--- config.mk ---
export PLATFORM = sky130hd
export DESIGN_NAME = tpu_result_serializer
export DESIGN_NICKNAME = d
export VERILOG_FILES = /design/src/rtl/tpu_result_serializer.sv
export SDC_FILE = /design/constraint.sdc
export NUM_CORES = 1
export LEC_CHECK = 0
export CAP_MARGIN = 20
export CORE_MARGIN = 2
export CORE_UTILIZATION = 40
export DETAILED_ROUTE_END_ITERATION = 12
export GPL_TIMING_DRIVEN = 1
export PLACE_DENSITY = 0.64
export SYNTH_ARGS = -nofsm -noshare
export SYNTH_HDL_FRONTEND = slang
export SYNTH_SLANG_ARGS = --single-unit
--- constraint.sdc ---
create_clock -name clk -period 9.77 [get_ports clk]
set_input_delay 2.4425 -clock clk [delete_from_list [all_inputs] [get_ports clk]]
set_output_delay 2.4425 -clock clk [all_outputs]
set_load 0.02 [all_outputs]
--- src/rtl/tpu_result_serializer.sv ---
// Result tile serializer: captures a tile of accumulators from the systolic array
// into a pending buffer, then streams it out one byte per valid/ready handshake.
// A second tile may be captured while the active one drains.
//
// state | meaning
// IDLE  | no active tile; loads the pending tile as soon as one is held
// SEND  | active tile draining; out_valid high until the last byte is accepted
module tpu_result_serializer #(
    parameter int NUM_ELEMS = 4,
    parameter int ACC_W     = 16,
    parameter int MSB_FIRST = 0
) (
    input  logic                       clk,
    input  logic                       rst,
    input  logic                       res_valid,
    input  logic [NUM_ELEMS*ACC_W-1:0] res_data,
    output logic                       res_ready,
    output logic [7:0]                 out_byte,
    output logic                       out_valid,
    input  logic                       out_ready,
    output logic                       busy,
    output logic                       tile_done
);

    localparam int TILE_W = NUM_ELEMS * ACC_W;
    localparam int BPE    = ACC_W / 8;
    localparam int NB     = TILE_W / 8;
    localparam int IDX_W  = (NB > 1) ? $clog2(NB) : 1;
    localparam logic [IDX_W-1:0] LAST_IDX = IDX_W'(NB - 1);

    typedef enum logic {
        IDLE = 1'b0,
        SEND = 1'b1
    } state_t;

    state_t              state_q,     state_d;
    logic [TILE_W-1:0]   pend_buf_q,  pend_buf_d;
    logic                pend_full_q, pend_full_d;
    logic [TILE_W-1:0]   act_buf_q,   act_buf_d;
    logic [IDX_W-1:0]    byte_idx_q,  byte_idx_d;
    logic                out_valid_q, out_valid_d;
    logic                tile_done_q, tile_done_d;

    logic [7:0]          byte_arr [NB];

    // Reorder the active tile into transmit order so the output is a plain index.
    always_comb begin
        for (int b = 0; b < NB; b++) begin
            byte_arr[b] = act_buf_q[(b / BPE) * ACC_W
                                    + 8 * ((MSB_FIRST != 0) ? (BPE - 1 - (b % BPE)) : (b % BPE)) +: 8];
        end
    end

    // Next-state logic: tile capture into the pending buffer plus the drain FSM.
    always_comb begin
        state_d     = state_q;
        pend_buf_d  = pend_buf_q;
        pend_full_d = pend_full_q;
        act_buf_d   = act_buf_q;
        byte_idx_d  = byte_idx_q;
        out_valid_d = out_valid_q;
        tile_done_d = 1'b0;

        // Capture only into an empty pending buffer; a reload below only happens
        // when it is full, so the two never touch pend_full in the same cycle.
        if (res_valid && !pend_full_q) begin
            pend_buf_d  = res_data;
            pend_full_d = 1'b1;
        end

        case (state_q)
            IDLE: begin
                if (pend_full_q) begin
                    act_buf_d   = pend_buf_q;
                    pend_full_d = 1'b0;
                    byte_idx_d  = '0;
                    state_d     = SEND;
                    out_valid_d = 1'b1;
                end
            end
            SEND: begin
                if (out_valid_q && out_ready) begin
                    if (byte_idx_q == LAST_IDX) begin
                        tile_done_d = 1'b1;
                        if (pend_full_q) begin
                            // Back-to-back reload keeps out_valid high with no bubble.
                            act_buf_d   = pend_buf_q;
                            pend_full_d = 1'b0;
                            byte_idx_d  = '0;
                        end else begin
                            state_d     = IDLE;
                            out_valid_d = 1'b0;
                        end
                    end else begin
                        byte_idx_d = byte_idx_q + IDX_W'(1);
                    end
                end
            end
            default: begin
                state_d     = IDLE;
                out_valid_d = 1'b0;
            end
        endcase
    end

    // State and output registers; reset discards any held tile.
    always_ff @(posedge clk or posedge rst) begin
        if (rst) begin
            state_q     <= IDLE;
            pend_buf_q  <= '0;
            pend_full_q <= 1'b0;
            act_buf_q   <= '0;
            byte_idx_q  <= '0;
            out_valid_q <= 1'b0;
            tile_done_q <= 1'b0;
        end else begin
            state_q     <= state_d;
            pend_buf_q  <= pend_buf_d;
            pend_full_q <= pend_full_d;
            act_buf_q   <= act_buf_d;
            byte_idx_q  <= byte_idx_d;
            out_valid_q <= out_valid_d;
            tile_done_q <= tile_done_d;
        end
    end

    assign res_ready = !pend_full_q;
    assign busy      = (state_q == SEND) || pend_full_q;
    assign out_valid = out_valid_q;
    assign tile_done = tile_done_q;
    assign out_byte  = byte_arr[byte_idx_q];

endmodule

==> results.cfg <==
[run_status]
outcome = completed

[yosys]
synth_compound_area_share_pct = 1.10
synthSimpleGateAreaFrac_pct = 1.50
postSynthNetCount = 409
synth_mux_area_share_pct = 34.1
yosys-top-cells-count = dfrtp_1, mux2_2, buf_2, mux4_1, mux4_2
yosys_warnings = 0
synth_ff_type = dfrtp_1
async_flop_share_pct = 100
ys_top_cells_by_area = dfrtp_1, mux2_2, mux4_1
synth_top_family_by_area = multiplexers
synth_edf_count = 0
synth_cell_types = 24
synthCells = 337
synth_area_um2 = 5680
synth_fa_ha_area_share_pct = 0.882
synth_top_area_cell = dfrtp_1
yosysSeqAreaShare_pct = 59.5
synth_xor_area_share_pct = 0
avgSynthCellArea_um2 = 16.8
synth_most_common_cell = dfrtp_1
synth_top_area_share_pct = 59.5
ys_seq_elements = 135

[pwr]
power.total_mw = 1.44
peakVddDrop_v = 0.000147
p_leak_nw = 3.22
powerDensity_nw_per_um2 = 203

[global_routing]
grt_pass1_wl_um = 17600
antenna_found_initial = 0
track_usage_pct = 16.0
grt_pass1_vias = 3305
grt_max_degree = 75
grt_overflow = 0

[critical_path]
startpoint_type = register
path_max_fanout = 19
end_kind = output pin
worstSetupPathType = register to output pin
cp.arrival_ns = 2.91
crit_required_ns = 7.33

[flow_run]
drv_cap = 0

[sta]
period_needed_ns = 5.35
setup_viol = 0
maxSlewViolCount = 0
setup_tns_ns = 0
hold_viol_final = 0
timing.fmax_mhz = 187
rsz0062_at_grt = no
slew_headroom_pct = 36.1
worst_pin_slew_ns = 0.958
timing.final.crit_share_pct = 54.8
holdWs_ns = 0.475
clock_skew_ns = 0.00614

[clock_tree]
post_cts_buffers = 0
cts_resized = 0
cts_tree = built
path_clk_slew_ns = 0.05
clkSinkCount = 135
cts_root_buf = clkbuf_16
clk_latency_ns = 0.42
cts_buffers = 17
cts_hold_buf = 0
clock_path_buffers = 2
htreeDepth = 4

[placed_design]
dp.final_hpwl_um = 7470
port_buffers = 79
gp_congestion = 0.787

[cells_and_area]
num-nets-final = 491
syn_to_final_growth_pct = 25.2
diodes = 0
fill_cells = 1175
drive_gt1_share_pct = 39.9

[routing]
vias = 3057
drt-total-wl_um = 10900
firstDrtPassIters = 4
ant_nets = 0
remaining_drc_errors = 0
drt_iter0_drc = 194
wl_per_cell_um = 17.9
viasPerCell = 5.00

[floorplan]
die_w_um = 123
die_h_um = 123
start_util_pct = 40.9
core_um2 = 13900
die_area_um2 = 15200
io_pins = 80
std_cell_rows = 43

[min_path]
min_path_type = register to register
==> registers in the layout, indices dropped and copies added, names as in the netlist <==
register and count:
act_buf_q 64, pend_full_q 1, pend_buf_q 64, state_q 1, out_valid 1, tile_done 1
byte_idx_q 3
==> cells in the final DEF (no fill, tap or decap) <==
cell type,count
nand2b_1,1
clkbuf_8,5
and3_2,1
nand3_1,3
nor2b_1,1
a32o_1,1
inv_1,3
a21oi_4,1
buf_4,3
mux4_2,8
nor2_1,3
nand2_1,3
nor2b_4,1
mux4_1,8
nor3b_1,2
clkbuf_16,17
dfrtp_1,135
clkdlybuf4s50_1,79
mux2_1,5
clkbuf_1,6
o21bai_1,1
a311o_1,2
inv_6,1
and3_1,1
mux2_2,132
ha_1,4
clkinv_2,3
a22o_1,1
==> report_power, final <==
part,switching (mW),internal [mW]
sequential,0.0620,0.663
clock,0.212,0.355
combinational,0.0453,0.103
==> metal layers <==
layer | up-vias | share of wire [%] | global-route usage [%]
li1 | 1399 | - | -
met1 | 1571 | 45 | 20.4
met5 | - | 0 | 0
met4 | 0 | 2.3 | 6.68
met2 | 65 | 49 | 25.2
met3 | 22 | 4.4 | 5.35
==> logic make-up (layout without fill, tap and decap cells) <==
logic type	Yosys count	in the layout
DFF	135	135
adders and majority gates	4	4
and+or+nand+nor	16	16
muxes	153	153
buffers and inverters	23	117
AOI/OAI and AO/OA	6	6
==> cell type report <==
type	instances	area [um^2]	area share (%)
inverter	4	20.0	0.282
tap	180	225	3.17
clock inverter	3	15.0	0.211
sequential	135	3380	47.5
timing repair buffer	82	813	11.4
multi-input combinational	179	2140	30.1
clock buffer	28	517	7.27
==> stage by stage <==
stage,instances,utilization (%),setup WS [ns],area (um^2)
final,611,51.2,4.42,7110
after detailed placement,580,47.4,4.79,6580
after global placement,580,47.4,4.87,6580
after CTS,611,51.2,4.34,7110
after global routing,611,51.2,4.25,7110
after floorplan,337,-,3.72,5680
==> worst paths after layout <==
check | slack [ns] | cells past startpoint | start | endpoint
min | 0.48 | 1 | act_buf_q[19] | act_buf_q[19]
max reg2reg | 6.48 | 6 | byte_idx_q[1] | act_buf_q[50]
max in group asynchronous | 5.97 | 3 | rst | act_buf_q[40]
min reg2reg | 0.48 | 1 | act_buf_q[19] | act_buf_q[19]
max | 4.42 | 3 | byte_idx_q[1] | out_byte[6]
min in group asynchronous | 2.48 | 2 | rst | pend_buf_q[44]
==> worst max-delay path, cell delays in order (launching register included) <==
cell,delay [ns]
dfrtp_1,0.97
mux4_1,0.67
mux2_2,0.30
clkdlybuf4s50_1,0.54
(Power assumes the default switching activity.)
